==> src/rtl/hazard_stall_controller_if.sv <==
// Hazard controller bus: ID-stage register usage in, pipeline control and
// forwarding selects out.
//   master : the pipeline side (drives the ID fields and branch_taken)
//   slave  : hazard_stall_controller
// Ports carried:
//   ID_Rn/ID_Rm/ID_Rd, ID_use_*   source/dest indices and their use bits
//   ID_RF_enable, ID_load_instr   ID instruction writes Rd / is a load
//   branch_taken                  branch in ID resolved taken
//   PC_LE, IFID_LE, IFID_flush    fetch-side control
//   cu_nop                        CU mux select (inject bubble)
//   fwd_A/fwd_B/fwd_C             operand sources for Rn/Rm/Rd
//   ctl_state                     action taken last cycle
//   stall_count, flush_count      saturating performance counters
interface hazard_stall_controller_if #(
    parameter int unsigned REG_W = 4,
    parameter int unsigned CNT_W = 16
);
    logic [REG_W-1:0] ID_Rn;
    logic [REG_W-1:0] ID_Rm;
    logic [REG_W-1:0] ID_Rd;
    logic             ID_use_Rn;
    logic             ID_use_Rm;
    logic             ID_use_Rd;
    logic             ID_RF_enable;
    logic             ID_load_instr;
    logic             branch_taken;

    logic             PC_LE;
    logic             IFID_LE;
    logic             IFID_flush;
    logic             cu_nop;
    logic [1:0]       fwd_A;
    logic [1:0]       fwd_B;
    logic [1:0]       fwd_C;
    logic [1:0]       ctl_state;
    logic [CNT_W-1:0] stall_count;
    logic [CNT_W-1:0] flush_count;

    modport master (
        output ID_Rn, ID_Rm, ID_Rd, ID_use_Rn, ID_use_Rm, ID_use_Rd,
               ID_RF_enable, ID_load_instr, branch_taken,
        input  PC_LE, IFID_LE, IFID_flush, cu_nop, fwd_A, fwd_B, fwd_C,
               ctl_state, stall_count, flush_count
    );

    modport slave (
        input  ID_Rn, ID_Rm, ID_Rd, ID_use_Rn, ID_use_Rm, ID_use_Rd,
               ID_RF_enable, ID_load_instr, branch_taken,
        output PC_LE, IFID_LE, IFID_flush, cu_nop, fwd_A, fwd_B, fwd_C,
               ctl_state, stall_count, flush_count
    );
endinterface

==> src/rtl/hazard_stall_controller.sv <==
// Pipeline hazard controller for the 5-stage core.
// Tracks destination registers of the instructions in EX/MEM/WB in a shadow
// scoreboard, stalls PC/IF_ID and injects a bubble on load-use hazards,
// squashes the fetched slot on a taken branch, and produces forwarding selects.
// Ports:
//   clk  pipeline clock, rising edge
//   R    asynchronous active-low reset
//   bus  hazard_stall_controller_if.slave (ID inputs, control/forwarding outputs)
module hazard_stall_controller #(
    parameter int unsigned REG_W  = 4,
    parameter int unsigned CNT_W  = 16,
    parameter int unsigned PC_REG = 15
) (
    input logic                      clk,
    input logic                      R,
    hazard_stall_controller_if.slave bus
);
    typedef enum logic [1:0] {
        StRun   = 2'b00,
        StStall = 2'b01,
        StFlush = 2'b10
    } state_e;

    localparam logic [REG_W-1:0] PcIdx  = REG_W'(PC_REG);
    localparam logic [CNT_W-1:0] CntMax = '1;

    // Shadow scoreboard
    logic [REG_W-1:0] ex_rd_q, mem_rd_q, wb_rd_q;
    logic             ex_rfen_q, ex_load_q, mem_rfen_q, wb_rfen_q;

    state_e           state_q, state_d;
    logic [CNT_W-1:0] stall_cnt_q, stall_cnt_d;
    logic [CNT_W-1:0] flush_cnt_q, flush_cnt_d;

    logic ex_a, ex_b, ex_c, mem_a, mem_b, mem_c, wb_a, wb_b, wb_c;
    logic hazard;
    logic flush;

    function automatic logic hit(input logic rfen, input logic [REG_W-1:0] rd,
                                 input logic [REG_W-1:0] src, input logic use_src);
        // PC reads come from the PC path, never from a pipeline stage.
        return rfen && (rd == src) && (src != PcIdx) && use_src;
    endfunction

    function automatic logic [1:0] sel(input logic h_ex, input logic h_mem, input logic h_wb);
        if (h_ex) return 2'b01;
        if (h_mem) return 2'b10;
        if (h_wb) return 2'b11;
        return 2'b00;
    endfunction

    assign ex_a  = hit(ex_rfen_q,  ex_rd_q,  bus.ID_Rn, bus.ID_use_Rn);
    assign ex_b  = hit(ex_rfen_q,  ex_rd_q,  bus.ID_Rm, bus.ID_use_Rm);
    assign ex_c  = hit(ex_rfen_q,  ex_rd_q,  bus.ID_Rd, bus.ID_use_Rd);
    assign mem_a = hit(mem_rfen_q, mem_rd_q, bus.ID_Rn, bus.ID_use_Rn);
    assign mem_b = hit(mem_rfen_q, mem_rd_q, bus.ID_Rm, bus.ID_use_Rm);
    assign mem_c = hit(mem_rfen_q, mem_rd_q, bus.ID_Rd, bus.ID_use_Rd);
    assign wb_a  = hit(wb_rfen_q,  wb_rd_q,  bus.ID_Rn, bus.ID_use_Rn);
    assign wb_b  = hit(wb_rfen_q,  wb_rd_q,  bus.ID_Rm, bus.ID_use_Rm);
    assign wb_c  = hit(wb_rfen_q,  wb_rd_q,  bus.ID_Rd, bus.ID_use_Rd);

    // Load data is not ready until MEM, so a consumer right behind it must wait.
    assign hazard = ex_load_q & (ex_a | ex_b | ex_c);
    // A stall holds IF_ID, so a coincident branch is re-seen after the stall.
    assign flush  = ~hazard & bus.branch_taken;

    assign bus.fwd_A       = sel(ex_a, mem_a, wb_a);
    assign bus.fwd_B       = sel(ex_b, mem_b, wb_b);
    assign bus.fwd_C       = sel(ex_c, mem_c, wb_c);
    assign bus.ctl_state   = state_q;
    assign bus.stall_count = stall_cnt_q;
    assign bus.flush_count = flush_cnt_q;

    always_comb begin
        bus.PC_LE      = 1'b1;
        bus.IFID_LE    = 1'b1;
        bus.IFID_flush = 1'b0;
        bus.cu_nop     = 1'b0;
        state_d        = StRun;
        if (hazard) begin
            bus.PC_LE   = 1'b0;
            bus.IFID_LE = 1'b0;
            bus.cu_nop  = 1'b1;
            state_d     = StStall;
        end else if (flush) begin
            bus.IFID_flush = 1'b1;
            state_d        = StFlush;
        end
    end

    always_comb begin
        stall_cnt_d = stall_cnt_q;
        flush_cnt_d = flush_cnt_q;
        if (hazard && (stall_cnt_q != CntMax)) stall_cnt_d = stall_cnt_q + 1'b1;
        if (flush && (flush_cnt_q != CntMax)) flush_cnt_d = flush_cnt_q + 1'b1;
    end

    always_ff @(posedge clk or negedge R) begin
        if (!R) begin
            ex_rd_q     <= '0;
            ex_rfen_q   <= 1'b0;
            ex_load_q   <= 1'b0;
            mem_rd_q    <= '0;
            mem_rfen_q  <= 1'b0;
            wb_rd_q     <= '0;
            wb_rfen_q   <= 1'b0;
            state_q     <= StRun;
            stall_cnt_q <= '0;
            flush_cnt_q <= '0;
        end else begin
            ex_rd_q     <= bus.ID_Rd;
            // The bubble keeps the Rd field but can never match.
            ex_rfen_q   <= bus.ID_RF_enable & ~hazard;
            ex_load_q   <= bus.ID_load_instr & ~hazard;
            mem_rd_q    <= ex_rd_q;
            mem_rfen_q  <= ex_rfen_q;
            wb_rd_q     <= mem_rd_q;
            wb_rfen_q   <= mem_rfen_q;
            state_q     <= state_d;
            stall_cnt_q <= stall_cnt_d;
            flush_cnt_q <= flush_cnt_d;
        end
    end
endmodule

==> src/flat_wrapper.sv <==
// flat-port wrapper written by rule: the top's interface ports become plain ports
module hazard_stall_controller_flat 
#(
    parameter int unsigned REG_W  = 4,
    parameter int unsigned CNT_W  = 16,
    parameter int unsigned PC_REG = 15
)
  (clk, R, bus_ID_Rn, bus_ID_Rm, bus_ID_Rd, bus_ID_use_Rn, bus_ID_use_Rm, bus_ID_use_Rd, bus_ID_RF_enable, bus_ID_load_instr, bus_branch_taken, bus_PC_LE, bus_IFID_LE, bus_IFID_flush, bus_cu_nop, bus_fwd_A, bus_fwd_B, bus_fwd_C, bus_ctl_state, bus_stall_count, bus_flush_count);
  hazard_stall_controller_if #(.REG_W(REG_W), .CNT_W(CNT_W)) bus_i ();
  input logic clk;
  input logic R;
  input wire logic [$bits(bus_i.ID_Rn)-1:0] bus_ID_Rn;
  input wire logic [$bits(bus_i.ID_Rm)-1:0] bus_ID_Rm;
  input wire logic [$bits(bus_i.ID_Rd)-1:0] bus_ID_Rd;
  input wire logic [$bits(bus_i.ID_use_Rn)-1:0] bus_ID_use_Rn;
  input wire logic [$bits(bus_i.ID_use_Rm)-1:0] bus_ID_use_Rm;
  input wire logic [$bits(bus_i.ID_use_Rd)-1:0] bus_ID_use_Rd;
  input wire logic [$bits(bus_i.ID_RF_enable)-1:0] bus_ID_RF_enable;
  input wire logic [$bits(bus_i.ID_load_instr)-1:0] bus_ID_load_instr;
  input wire logic [$bits(bus_i.branch_taken)-1:0] bus_branch_taken;
  output wire logic [$bits(bus_i.PC_LE)-1:0] bus_PC_LE;
  output wire logic [$bits(bus_i.IFID_LE)-1:0] bus_IFID_LE;
  output wire logic [$bits(bus_i.IFID_flush)-1:0] bus_IFID_flush;
  output wire logic [$bits(bus_i.cu_nop)-1:0] bus_cu_nop;
  output wire logic [$bits(bus_i.fwd_A)-1:0] bus_fwd_A;
  output wire logic [$bits(bus_i.fwd_B)-1:0] bus_fwd_B;
  output wire logic [$bits(bus_i.fwd_C)-1:0] bus_fwd_C;
  output wire logic [$bits(bus_i.ctl_state)-1:0] bus_ctl_state;
  output wire logic [$bits(bus_i.stall_count)-1:0] bus_stall_count;
  output wire logic [$bits(bus_i.flush_count)-1:0] bus_flush_count;
  assign bus_i.ID_Rn = bus_ID_Rn;
  assign bus_i.ID_Rm = bus_ID_Rm;
  assign bus_i.ID_Rd = bus_ID_Rd;
  assign bus_i.ID_use_Rn = bus_ID_use_Rn;
  assign bus_i.ID_use_Rm = bus_ID_use_Rm;
  assign bus_i.ID_use_Rd = bus_ID_use_Rd;
  assign bus_i.ID_RF_enable = bus_ID_RF_enable;
  assign bus_i.ID_load_instr = bus_ID_load_instr;
  assign bus_i.branch_taken = bus_branch_taken;
  assign bus_PC_LE = bus_i.PC_LE;
  assign bus_IFID_LE = bus_i.IFID_LE;
  assign bus_IFID_flush = bus_i.IFID_flush;
  assign bus_cu_nop = bus_i.cu_nop;
  assign bus_fwd_A = bus_i.fwd_A;
  assign bus_fwd_B = bus_i.fwd_B;
  assign bus_fwd_C = bus_i.fwd_C;
  assign bus_ctl_state = bus_i.ctl_state;
  assign bus_stall_count = bus_i.stall_count;
  assign bus_flush_count = bus_i.flush_count;
  hazard_stall_controller #(.REG_W(REG_W), .CNT_W(CNT_W), .PC_REG(PC_REG)) u_core (.clk(clk), .R(R), .bus(bus_i));
endmodule
==> config.mk <==
export PLATFORM = sky130hd
export DESIGN_NAME = hazard_stall_controller_flat
export DESIGN_NICKNAME = d
export VERILOG_FILES = /design/src/rtl/hazard_stall_controller_if.sv /design/src/rtl/hazard_stall_controller.sv /design/src/flat_wrapper.sv
export SDC_FILE = /design/constraint.sdc
export NUM_CORES = 1
export LEC_CHECK = 0
export ABC_AREA = 1
export BUFFER_PORTS_ARGS = -buffer_cell sky130_fd_sc_hd__buf_2
export CELL_PAD_IN_SITES_DETAIL_PLACEMENT = 0
export CELL_PAD_IN_SITES_GLOBAL_PLACEMENT = 1
export CORE_UTILIZATION = 39
export DETAILED_ROUTE_END_ITERATION = 8
export PLACE_DENSITY = 0.85
export SLEW_MARGIN = 20
export SYNTH_ARGS = -nofsm -noshare
export SYNTH_HDL_FRONTEND = slang
export SYNTH_SLANG_ARGS = --single-unit
==> constraint.sdc <==
create_clock -name clk -period 2 [get_ports clk]
set_input_delay 0 -clock clk [delete_from_list [all_inputs] [get_ports clk]]
set_output_delay 0 -clock clk [all_outputs]
set_load 0.03 [all_outputs]
==> impl_metrics.py <==
metrics = {
    "clocking": {
        "tritoncts": "done",
        "numCtsBuffers": 5,
        "path_clk_slew_ns": 0.10,
        "h-tree-depth": 2,
        "post_cts_buffers": 0,
        "cts_root_buf": "clkbuf_8",
        "clock_latency_ns": 0.30,
        "clock_sinks": 50,
        "clock_path_buffers": 2,
    },
    "sta": {
        "setup_ws_ns": 0.1529,
        "fin_crit_sh_pct": 92.36,
        "fin_hold_ws_ns": 0.2106,
        "setup_viol": 0,
        "slew-limit-headroom_pct": 59.20,
        "rsz0062_at_grt": "no",
        "fmax_mhz": 541.4,
        "tightest_slew_ns": 0.6120,
        "fin_crit_ns": 1.847,
        "hold_violations": 0,
        "fin_skew_ns": 0.009232,
        "maxSlewViolCount": 0,
        "setup-tns-final_ns": 0,
    },
    "global_routing": {
        "grt_overflow": 0,
        "antenna_found_initial": 0,
        "grt.total_usage_pct": 20.17,
        "grt_max_degree": 32,
        "grt_pass1_wl_um": 13890,
        "grt_pass1_vias": 2981,
    },
    "power_and_ir_drop": {
        "p_leak_nw": 2.045,
        "ir_drop_v": 0.0003971,
        "power_density_nw_per_um2": 648.5,
        "power_mw": 2.443,
    },
    "setup_path": {
        "crit_type": "flip-flop to output pin",
        "endpoint": "bus_IFID_flush",
        "r2r_start": "u_core.bus.flush_count[0]",
        "arrival_ns": 1.85,
        "worstRegToRegCells": 9,
        "cp_max_fo": 14,
        "critPathCaptureType": "output pin",
        "r2r_slack_ns": 0.24,
        "worstPathRequired_ns": 2.00,
        "reg2reg_to": "u_core.bus.flush_count[11]",
        "worstSetupStartpoint": "u_core.ex_rd_q[3]",
        "cp-start-kind": "flip-flop",
    },
    "synth": {
        "syn_avg_cell_area_sq_um": 7.090,
        "synth_seq_cells": 50,
        "netlist_instances": 447,
        "synth_area_sq_um": 3169,
        "synth_commonest_cells": "nand2_1, inv_1, dfrtp_1",
        "ys_async_sr_fraction_pct": 100.0,
        "synth_area_leaders": "dfrtp_1, nand2_1, inv_1, nand3_1, nor2_1",
        "yosysSeqAreaShare_pct": 39.48,
        "yosysWarnings": 0,
        "synth.most_common_cell": "nand2_1",
        "yosys.area.top_type_share_pct": 39.48,
        "yosysTopAreaCell": "dfrtp_1",
        "synth_ff_type": "dfrtp_1",
        "synth_fp_nets": 469,
        "synth_cell_types": 36,
        "synth_edf_count": 0,
    },
    "run": {
        "maxCapViolations": 0,
    },
    "floorplanning": {
        "die_area_sq_um": 8491,
        "fp-row-count": 32,
        "die_w_um": 92.15,
        "io_pins": 64,
        "core-area_sq_um": 7807,
        "die_y_um": 92.15,
        "initial_core_util_pct": 40.59,
    },
    "placed_design": {
        "hpwl_um": 5876,
        "numPortBuffers": 63,
        "dp_slack_ns": 0.1788,
        "dp_cells": 605,
        "globalplace.congestion": 0.9372,
    },
    "drt": {
        "drt-total-wl_um": 8070,
        "dr.pass1.iters": 4,
        "routed_via_density": 4.984,
        "drc": 0,
        "vias": 3090,
        "drt_iter0_markers": 206,
        "ant_nets": 0,
        "routedWlPerCell_um": 13.02,
    },
    "cells_and_area": {
        "area_growth_pct": 18.87,
        "final-instance-count-excl-fill": 620,
        "drive_gt1_share_pct": 19.31,
        "num-fill-cells": 822,
        "antenna_cells": 0,
        "final_nets": 539,
    },
    "min_path": {
        "hp-class": "input pin to flip-flop",
    },
    "outcome": {
        "status": "finished clean",
    },
}
worst max-delay path: stages (launching register included):
cell,delay (ns)
dfrtp_1,0.45
inv_1,0.10
nand2_1,0.08
nand2_1,0.05
nor2_1,0.12
nand3_2,0.14
nand3_2,0.10
nand2_2,0.08
inv_4,0.16
nor2_2,0.07
clkbuf_4,0.18
placed cells by master, fill, tap and decap left out, types with 2 or more instances in the layout:
cell	instances
nor2_2	5
nand2_1	151
a211oi_1	4
nand2_2	2
nand4_1	21
inv_2	4
dfrtp_2	2
xor2_1	6
nand3b_1	3
o21ai_0	2
dlygate4sd3_1	7
inv_1	54
nor2_1	36
o22ai_1	10
nand3_1	42
a21oi_1	5
buf_2	62
ha_1	2
buf_4	3
o221ai_1	3
a21boi_0	3
clkbuf_8	5
nand3_2	5
nor3_1	7
dfrtp_1	48
inv_6	2
xnor2_1	9
where the power goes:
part | total [mW] | internal [mW] | switching (mW)
Sequential | 1.22 | 1.10 | 0.115
Clock | 0.621 | 0.258 | 0.363
Combinational | 0.607 | 0.201 | 0.406
state kept, by name, indices dropped and copies added, names as in the netlist:
name                    count
u_core.ex_rfen_q            1
u_core.wb_rd_q              4
u_core.bus.flush_count     16
u_core.mem_rd_q             4
u_core.ex_rd_q              4
u_core.wb_rfen_q            1
u_core.mem_rfen_q           1
u_core.bus.stall_count     16
u_core.bus.ctl_state        2
u_core.ex_load_q            1
cell type report:
| class | count | area [sq um] | area share (%) |
|---|---|---|---|
| clock buffers | 5 | 68.82 | 1.827 |
| clock inverters | 3 | 26.28 | 0.6974 |
| inverters | 59 | 224.0 | 5.945 |
| multi-input cells | 326 | 1622 | 43.04 |
| flip-flops and latches | 50 | 1254 | 33.28 |
| well taps | 102 | 127.6 | 3.388 |
| repair buffers | 75 | 445.4 | 11.82 |
timing repair:
action | CTS | global route
endpoints found under the hold margin | 30 | 0
hold buffers | 7 | 0
setup endpoints to repair | 1 | 4
gates resized for setup | 1 | 9
per-layer routing:
layer | GRT usage, % | vias up | part of all wire [%]
met2 | 31.97 | 91 | 45
li1 | - | 1581 | -
met4 | 5.990 | 0 | 1.4
met5 | 0 | - | 0
met3 | 3.483 | 12 | 6.3
met1 | 28.14 | 1406 | 47
metrics by stage:
step           utilization, %  instance area (sq um)
2_1_floorplan               -                   3169
3_3_place_gp            45.91                   3585
3_5_place_dp            45.91                   3585
4_1_cts                 48.04                   3751
5_1_grt                 48.25                   3767
6_report                48.25                   3767
worst min path at each step:
stage                     startpoint                      end  slack [ns]  depth (start not counted)
global route        bus_branch_taken  u_core.bus.ctl_state[1]        0.23                          3
finish              bus_branch_taken  u_core.bus.ctl_state[1]        0.21                          3
CTS                 bus_branch_taken  u_core.bus.ctl_state[1]        0.19                          3
floorplan                          R  u_core.bus.ctl_state[0]       -0.30                          0
global placement                   R        u_core.wb_rd_q[2]        0.05                          1
detailed placement                 R        u_core.wb_rd_q[2]        0.05                          1
cell families (layout without fill, tap and decap cells):
family / after synthesis / after routing / synth area share, %
XOR/XNOR: 15 / 15 / 4.145
adder cells (fa/ha/maj): 2 / 2 / 0.7895
AO/OA/AOI/OAI: 30 / 30 / 6.238
buffers and inverters: 71 / 142 / 9.435
AND/OR/NAND/NOR: 279 / 279 / 39.91
flip-flops: 50 / 50 / 39.48
Power figures use the tool's default switching activity.
